[config.mk]
export PLATFORM = sky130hd
export DESIGN_NAME = lector_contadores
export DESIGN_NICKNAME = d
export VERILOG_FILES = /design/src/rtl/lector_contadores_pkg.sv /design/src/rtl/lector_contadores_lc_timeout.sv /design/src/rtl/lector_contadores.sv
export SDC_FILE = /design/constraint.sdc
export NUM_CORES = 1
export LEC_CHECK = 0
export ABC_AREA = 0
export CORE_MARGIN = 2
export CORE_UTILIZATION = 46
export DETAILED_ROUTE_END_ITERATION = 10
export GPL_TIMING_DRIVEN = 0
export PLACE_DENSITY_LB_ADDON = 0.08
export SLEW_MARGIN = 0
export SYNTH_ARGS = -nofsm -noshare
export SYNTH_HDL_FRONTEND = slang
export SYNTH_SLANG_ARGS = --single-unit
[constraint.sdc]
create_clock -name clk -period 1.9 [get_ports clk]
set_input_delay 0.38 -clock clk [delete_from_list [all_inputs] [get_ports clk]]
set_output_delay 0.38 -clock clk [all_outputs]
set_load 0.005 [all_outputs]
[src/rtl/lector_contadores_pkg.sv]
// pkg_contador: constants shared by the pop-counter read sequencer.
//   - default sizes of the counter bank (count, data width, index width)
//   - read-reply timeout default
//   - sequencer state encoding
//   - bank reply latency contract: valid_c never arrives in the same cycle as req
package pkg_contador;

   localparam int N_CNT_DEF   = 5;
   localparam int CNT_W_DEF   = 6;
   localparam int IDX_W_DEF   = 3;
   localparam int TIMEOUT_DEF = 8;

   // Earliest cycle (after req) in which the bank may raise valid_c.
   localparam int REPLY_MIN_LAT = 1;

   localparam logic [2:0] ST_IDLE       = 3'd0;
   localparam logic [2:0] ST_WAIT_IDLE  = 3'd1;
   localparam logic [2:0] ST_REQ        = 3'd2;
   localparam logic [2:0] ST_WAIT_VALID = 3'd3;
   localparam logic [2:0] ST_DONE       = 3'd4;

   typedef enum logic [2:0] {
      S_IDLE       = ST_IDLE,
      S_WAIT_IDLE  = ST_WAIT_IDLE,
      S_REQ        = ST_REQ,
      S_WAIT_VALID = ST_WAIT_VALID,
      S_DONE       = ST_DONE
   } state_t;

   // Width of a counter able to hold 0..t-1.
   function automatic int tmo_width(input int t);
      return (t > 1) ? $clog2(t) : 1;
   endfunction

endpackage

[src/rtl/lector_contadores_lc_timeout.sv]
// lc_timeout: reply-wait timer for the counter-bank sequencer.
//   clk       in   system clock
//   reset_L   in   asynchronous active-low reset (count -> 0)
//   clr_i     in   restart the wait (count -> 0)
//   inc_i     in   one more cycle waited without a reply
//   expire_o  out  count has reached TIMEOUT-1: this is the last cycle to wait
module lc_timeout
   import pkg_contador::*;
#(
   parameter int TIMEOUT = TIMEOUT_DEF
) (
   input  logic clk,
   input  logic reset_L,
   input  logic clr_i,
   input  logic inc_i,
   output logic expire_o
);

   localparam int             TW   = tmo_width(TIMEOUT);
   localparam logic [TW-1:0]  LAST = TW'(TIMEOUT - 1);

   logic [TW-1:0] tmo_q;
   logic [TW-1:0] tmo_d;

   assign expire_o = (tmo_q == LAST);

   // Saturates at LAST so an ignored expire cannot wrap back into a fresh wait.
   always_comb begin
      tmo_d = tmo_q;
      if (clr_i) begin
         tmo_d = '0;
      end else if (inc_i && !expire_o) begin
         tmo_d = tmo_q + TW'(1);
      end
   end

   always_ff @(posedge clk or negedge reset_L) begin
      if (!reset_L) begin
         tmo_q <= '0;
      end else begin
         tmo_q <= tmo_d;
      end
   end

endmodule

[src/rtl/lector_contadores.sv]
// lector_contadores: read sequencer for the pop-counter bank.
// After a start command and once the system reports idle, reads counters
// 0..N_CNT-1 one at a time, streams each reply out, sums them and flags
// counters that do not answer within TIMEOUT cycles.
//   clk        in   system clock
//   reset_L    in   asynchronous active-low reset
//   start      in   one-cycle sweep request (ignored unless idle in S_IDLE)
//   idle       in   system idle; the sweep waits for it once, at the beginning
//   valid_c    in   bank reply valid
//   data_out   in   bank reply count
//   req, idx   out  read request and counter index to the bank
//   busy       out  sweep in progress
//   res_valid  out  one-cycle pulse with res_idx/res_data
//   res_idx    out  index of the result
//   res_data   out  count read, 0 for a counter that timed out
//   total      out  running sum of res_data for the current sweep
//   done       out  one-cycle pulse at the end of the sweep
//   err        out  sticky: a counter timed out during this sweep
//
// state         | meaning
// S_IDLE        | waiting for start; results of the last sweep are held
// S_WAIT_IDLE   | sweep accepted, waiting for the system to go idle
// S_REQ         | req high for cur_idx (single cycle)
// S_WAIT_VALID  | waiting for valid_c or timeout for cur_idx
// S_DONE        | done pulse, back to S_IDLE
//
// Outputs are Moore-style but registered: each is loaded on the edge that
// enters the state in which it must be visible.
module lector_contadores
   import pkg_contador::*;
#(
   parameter int N_CNT   = N_CNT_DEF,
   parameter int CNT_W   = CNT_W_DEF,
   parameter int IDX_W   = IDX_W_DEF,
   parameter int TIMEOUT = TIMEOUT_DEF
) (
   input  logic               clk,
   input  logic               reset_L,
   input  logic               start,
   input  logic               idle,
   input  logic               valid_c,
   input  logic [CNT_W-1:0]   data_out,
   output logic               req,
   output logic [IDX_W-1:0]   idx,
   output logic               busy,
   output logic               res_valid,
   output logic [IDX_W-1:0]   res_idx,
   output logic [CNT_W-1:0]   res_data,
   output logic [CNT_W+2:0]   total,
   output logic               done,
   output logic               err
);

   localparam int               TOT_W    = CNT_W + 3;
   localparam logic [IDX_W-1:0] LAST_IDX = IDX_W'(N_CNT - 1);

   state_t             state_q;
   logic [IDX_W-1:0]   cur_q;
   logic               req_q;
   logic [IDX_W-1:0]   idx_q;
   logic               busy_q;
   logic               res_valid_q;
   logic [IDX_W-1:0]   res_idx_q;
   logic [CNT_W-1:0]   res_data_q;
   logic [TOT_W-1:0]   total_q;
   logic               done_q;
   logic               err_q;

   logic tmo_clr;
   logic tmo_inc;
   logic tmo_expire;

   assign tmo_clr = (state_q == S_REQ);
   assign tmo_inc = (state_q == S_WAIT_VALID) && !valid_c;

   lc_timeout #(
      .TIMEOUT (TIMEOUT)
   ) u_timeout (
      .clk      (clk),
      .reset_L  (reset_L),
      .clr_i    (tmo_clr),
      .inc_i    (tmo_inc),
      .expire_o (tmo_expire)
   );

   always_ff @(posedge clk or negedge reset_L) begin
      if (!reset_L) begin
         state_q     <= S_IDLE;
         cur_q       <= '0;
         req_q       <= 1'b0;
         idx_q       <= '0;
         busy_q      <= 1'b0;
         res_valid_q <= 1'b0;
         res_idx_q   <= '0;
         res_data_q  <= '0;
         total_q     <= '0;
         done_q      <= 1'b0;
         err_q       <= 1'b0;
      end else begin
         req_q       <= 1'b0;
         res_valid_q <= 1'b0;
         done_q      <= 1'b0;
         case (state_q)
            S_IDLE: begin
               if (start) begin
                  total_q <= '0;
                  err_q   <= 1'b0;
                  cur_q   <= '0;
                  busy_q  <= 1'b1;
                  state_q <= S_WAIT_IDLE;
               end
            end
            S_WAIT_IDLE: begin
               if (idle) begin
                  req_q   <= 1'b1;
                  idx_q   <= cur_q;
                  state_q <= S_REQ;
               end
            end
            S_REQ: begin
               state_q <= S_WAIT_VALID;
            end
            S_WAIT_VALID: begin
               // A reply on the expiring cycle still counts; only a true miss sets err.
               if (valid_c || tmo_expire) begin
                  res_valid_q <= 1'b1;
                  res_idx_q   <= cur_q;
                  if (valid_c) begin
                     res_data_q <= data_out;
                     total_q    <= total_q + TOT_W'(data_out);
                  end else begin
                     res_data_q <= '0;
                     err_q      <= 1'b1;
                  end
                  if (cur_q == LAST_IDX) begin
                     done_q  <= 1'b1;
                     busy_q  <= 1'b0;
                     state_q <= S_DONE;
                  end else begin
                     cur_q   <= cur_q + IDX_W'(1);
                     req_q   <= 1'b1;
                     idx_q   <= cur_q + IDX_W'(1);
                     state_q <= S_REQ;
                  end
               end
            end
            S_DONE: begin
               state_q <= S_IDLE;
            end
            default: begin
               state_q <= S_IDLE;
            end
         endcase
      end
   end

   assign req       = req_q;
   assign idx       = idx_q;
   assign busy      = busy_q;
   assign res_valid = res_valid_q;
   assign res_idx   = res_idx_q;
   assign res_data  = res_data_q;
   assign total     = total_q;
   assign done      = done_q;
   assign err       = err_q;

endmodule
* Word-level counts from Yosys, hierarchy flattened
Index checks and enable logic that the tools add are counted.
Word-level totals: ROM bits 0, output and inout bits 26, bits in writable memories 0, word-level logic and storage cells 78, memories kept 0, latch bits 0, bits of input ports 11, flip-flop bits (word level) 35
Operators by class: magnitude comparators 0, multiplexer cells 35, divide/modulo/power cells 0, reductions and logical operators 16, equality and inequality tests 12, shift operators 0, $mul 0, $add $sub $neg 3, bitwise logic cells 0
Operators with widths (count):
- $mux W3 | 10
- $mux W9 | 3
- $reduce_and A4 Y1 | 5
- $pmux W9 S2 | 1
- $mux W1 | 14
- $pmux W3 S2 | 2
- $pmux W3 S4 | 1
- $ne A2 B2 Y1 const B | 5
- $add A9 B6 Y9 | 1
- $add A3 B1 Y3 const B | 2
- $eq A3 B2 Y1 const B | 2
- $eq A3 B3 Y1 const B | 2
- $mux W6 | 1
- $pmux W1 S2 | 3
- $reduce_bool A2 Y1 | 3
- $ne A2 B1 Y1 const B | 2
- $eq A3 B1 Y1 const B | 1
- $logic_not A3 Y1 | 1
- $reduce_and A3 Y1 | 1
- $logic_and A1 B1 Y1 | 2
- $logic_not A1 Y1 | 2
- $reduce_and A2 Y1 | 1
- $logic_or A1 B1 Y1 | 1

* Longest topological paths before layout
depth in word-level cells 5, mapped depth 8, gate-level depth less buffers 6

* Cells and area by module
Synthesis repeated with hierarchy kept, for this count alone.
Second synthesis, totals: cells, all modules 159, area total of the unflattened synthesis 1846.8 µm²
Modules (own cells, without submodules):
- lector_contadores | area each 1662.8 µm², seq. area each 800.8 µm², times used 1, cells each 144
- lc_timeout | area each 183.9 µm², seq. area each 75.1 µm², times used 1, cells each 15

* Least setup slack after synthesis
No wires, ideal clock.
kind reg-to-reg, from register u_timeout.tmo_q[0], to register cur_q[0], path buffers 1, arrival time 1.795 ns, data required time 1.772 ns, setup time 0.128 ns, stages on the path, launching flop included 8, period minus slack after synthesis 1.923 ns, path slack -0.023 ns, cells stage by stage dfrtp_1 -> ha_1 -> ha_1 -> or2_1 -> buf_2 -> a41oi_1 -> nor2_1 -> mux2_1
On the way: longest elaborated chain between the ends 4
RTL lines:
- from (decl) | line lector_contadores_lc_timeout.sv:22 | logic [TW-1:0] tmo_q;
- from (signal assigned) | line lector_contadores_lc_timeout.sv:41 | tmo_q <= tmo_d;
- $eq A3 B3 Y1 | line lector_contadores_lc_timeout.sv:25 | assign expire_o = (tmo_q == LAST);
- $logic_or A1 B1 Y1 | line lector_contadores.sv:125 | if (valid_c || tmo_expire) begin
- $ne A2 B1 Y1 (no source line)
- $reduce_and A4 Y1 (no source line)
- to (signal assigned) | line lector_contadores.sv:140 | cur_q <= cur_q + IDX_W'(1);
- to (decl) | line lector_contadores.sv:58 | logic [IDX_W-1:0] cur_q;
Every way passes these cells. A chain may end at the register's enable or synchronous reset.

* Worst setup path after layout
from input port data_out[5], to register total_q[7], in the netlist total[7]
On the way: longest elaborated chain between the ends 4
RTL lines:
- from (decl) | line lector_contadores.sv:42 | input logic [CNT_W-1:0] data_out,
- $add A9 B6 Y9 | line lector_contadores.sv:130 | total_q <= total_q + TOT_W'(data_out);
- $mux W9 | line lector_contadores.sv:128 | if (valid_c) begin
- $mux W9 | line lector_contadores.sv:125
- $pmux W9 S2 | line lector_contadores.sv:103 | case (state_q)
- to (signal assigned) | line lector_contadores.sv:130
- to (decl) | line lector_contadores.sv:65 | logic [TOT_W-1:0] total_q;
Every way passes these cells. The select of a mux whose other input is x is not followed.

==> qor.log <==
qor: clock_tree.clock_pin_slew_worst_setup_and_hold_paths 70 ps
qor: yosys.syn_inst 167
qor: critical_path.path_class in -> reg
qor: finish.drive_above_1_share 0.178
qor: finish.multi_input_area 947 um2
qor: yosys.synth_nets 190
qor: routing.wl_per_cell 16.0 um
qor: power.power.density_cell_area 1450 nW/um2
qor: yosys.yosysTopAreaCell dfrtp_1
qor: routing.vias_per_cell 5.62
qor: clock_tree.tritoncts done
qor: critical_path.crit_path_max_fo 3
qor: grt.wire_length_of_the_first_global_routing_pass 6830 um
qor: grt.vias_in_the_first_global_route 1,511
qor: worst_hold_path.hp-class in -> async
qor: floorplan.floorplan.die.width 66.4 um
qor: yosys.synth_edf_count 0
qor: yosys.flop_and_latch_count_out_of_synthesis 35
qor: sta.post-route-period-util 0.986
qor: floorplan.row_count 22
qor: routing.remaining_drc_errors 0
qor: floorplan.die_height 66.4 um
qor: yosys.syn-cell-area 1790 um2
qor: grt.antenna_found_initial 0
qor: yosys.post_synthesis_sequential_area_ratio 0.488
qor: critical_path.critical_path_arrival 2080 ps
qor: yosys.synth.distinct_cells 45
qor: yosys.post_synth_main_area_contributors dfrtp_1 (49%), ha_1 (7.7%), a22o_1 (3.9%), nand2_1 (3.8%), o21ai_0 (2.5%)
qor: sta.timing.fmax 534 MHz
qor: clock_tree.cts_buffers 5
qor: sta.worst_hold_slack 168 ps
qor: floorplan.floorplan.die_area 4410 um2
qor: sta.skew 3.06 ps
qor: routing.drt_wl_total 4270 um
qor: yosys.synth.avg_cell_area 10.7 um2
qor: power.worst_ir_drop_vdd 0.000673 V
qor: critical_path.worstPathRequired 2110 ps
qor: finish.most_common_cell_after_layout_fill_and_taps_aside dfrtp_1
qor: routing.vias 1,501
qor: clock_tree.clkLatencyLatePin 280 ps
qor: finish.antenna_cells_inserted 0
qor: clock_tree.cts.sink_count 35
qor: grt.gr-total-overflow 0
qor: sta.final.min_clock_period 1870 ps
qor: finish.finish.net_count 241
qor: routing.drt_first_pass_iters 4
qor: yosys.synth_ff_type dfrtp_1
qor: floorplan.fp.coreArea 3720 um2
qor: grt.groute.usage.overall 0.209
qor: placed_design.place.gp.congestion 0.881
qor: power.total_power 3.60 mW
qor: floorplan.initial_cell_density_of_the_core 0.482
qor: sta.max_slew_margin 0.481
qor: critical_path.endpoint_class_of_the_critical_path flop
qor: yosys.asyncSetResetFlopFracSynth 1.00
qor: clock_tree.clock_tree.htree_level_count 2
qor: finish.area.growth.synth_to_final 38.2%
qor: sta.timing.final.max_slew_violations 0
qor: yosys.yosys.area.top_type_share 0.488
qor: placed_design.io_buffer_count 36
qor: sta.tightestPinTransition 779 ps
qor: yosys.yosys_warnings 0
qor: grt.grt_start_max_net_pins 36
qor: power.p_leak 1.14 nW
qor: sta.timing.final.hold_violations 0
qor: critical_path.crit_path_start_kind input port
qor: placed_design.half_perimeter_wire_length_after_detailed_placement 2850 um
qor: finish.mostFrequentLayoutCells dfrtp_1 (35), clkdlybuf4s50_1 (29), nand2_1 (17)
qor: finish.fill_cells 292
qor: status.run_status complete, no violations
qor: floorplan.boundaryPins 37
qor: routing.initial_drt_markers 88
qor: sta.final_setup_fails 0
qor: clock_tree.cts_root_buf clkbuf_8
qor: clock_tree.clock_tree.buffer_depth 2
qor: finish.sequential_cell_area 876 um2
qor: routing.antenna_left 0
qor: job.cap_viol_max_count 0
state kept, by name, indices dropped and copies added, names as in the netlist, 3 cells and up:
| register | count |
|---|---|
| total | 9 |
| res_data | 6 |
| cur_q | 3 |
| idx | 3 |
| res_idx | 3 |
| state_q | 3 |
| u_timeout.tmo_q | 3 |
final timing paths:
path | from | cells after the start | to | slack, ps
setup / recovery | data_out[5] | 6 | total[7] | 30
hold / removal | reset_L | 1 | res_data[4] | 170
setup reg to reg | state_q[1] | 4 | total[7] | 40
hold reg to reg | idx[1] | 1 | idx[1] | 500
max in group asynchronous | reset_L | 1 | err | 1240
min in group clk | data_out[4] | 2 | res_data[4] | 420
synthesized netlist by cell type, types with 2 or more instances:
cell type  number
a22o_1          8
a22oi_1         2
nand2b_1        2
o21ai_1         2
nor2_1         11
xnor2_1         2
o21ai_0         9
buf_2           4
a211oi_1        4
mux2_1          4
ha_1           11
a21o_1          3
nand2_1        18
mux2i_1         3
nor3_1          3
a21oi_1         5
o31ai_1         5
a211o_1         2
dfrtp_1        35
inv_1           9
metrics by stage:
stage,cells,utilization,cell area (um2),TNS (ps),setup WS (ps)
6_report,267,0.667,2480,0,26.9
5_1_grt,267,0.667,2480,-24.7,-18.5
4_1_cts,261,0.648,2410,0,3.91
3_5_place_dp,251,0.596,2220,-6630,-519
3_3_place_gp,251,0.598,2220,-14620,-471
2_1_floorplan,167,-,1800,0,43.4
worst max-delay path: stages:
cell and delay, ps:
clkdlybuf4s50_1 430, ha_1 320, o21ai_0 140, a221o_1 330
or3_1 320, a21oi_1 160
per-layer routing:
metal,up-vias,global-route usage,part of all wire
li1,710,-,-
met1,741,0.238,0.42
met2,37,0.361,0.52
met3,13,0.0596,0.041
met4,0,0.0918,0.023
met5,-,0,0
power breakdown:
group	internal, mW	total [mW]	switching, mW
registers	1.01	1.19	0.180
clock network	0.331	0.601	0.270
logic	0.961	1.81	0.847
final cells by class:
cell class / count / share of cell area
buffer: 6 / 0.0177
tap: 48 / 0.0242
clock buffer: 8 / 0.0404
inverter: 10 / 0.0152
multi-input combinational: 116 / 0.382
sequential: 35 / 0.354
timing repair buffer: 44 / 0.167
timing repair:
item	in CTS	in global routing
gates resized for setup	17	9
hold endpoints to repair	0	0
setup endpoints to repair	17	7
setup buffers	2	5
cloned	0	1
hold buffers	0	0
pin swaps	5	2
kinds of logic after synthesis:
logic type               share of synthesized area
buffers and inverters                       0.0384
multiplexers                                0.0419
XOR/XNOR                                    0.0147
flip-flops                                   0.488
AND/OR/NAND/NOR                              0.137
AO/OA/AOI/OAI                                0.191
adder cells (fa/ha/maj)                     0.0879
(Power assumes the default switching activity.)
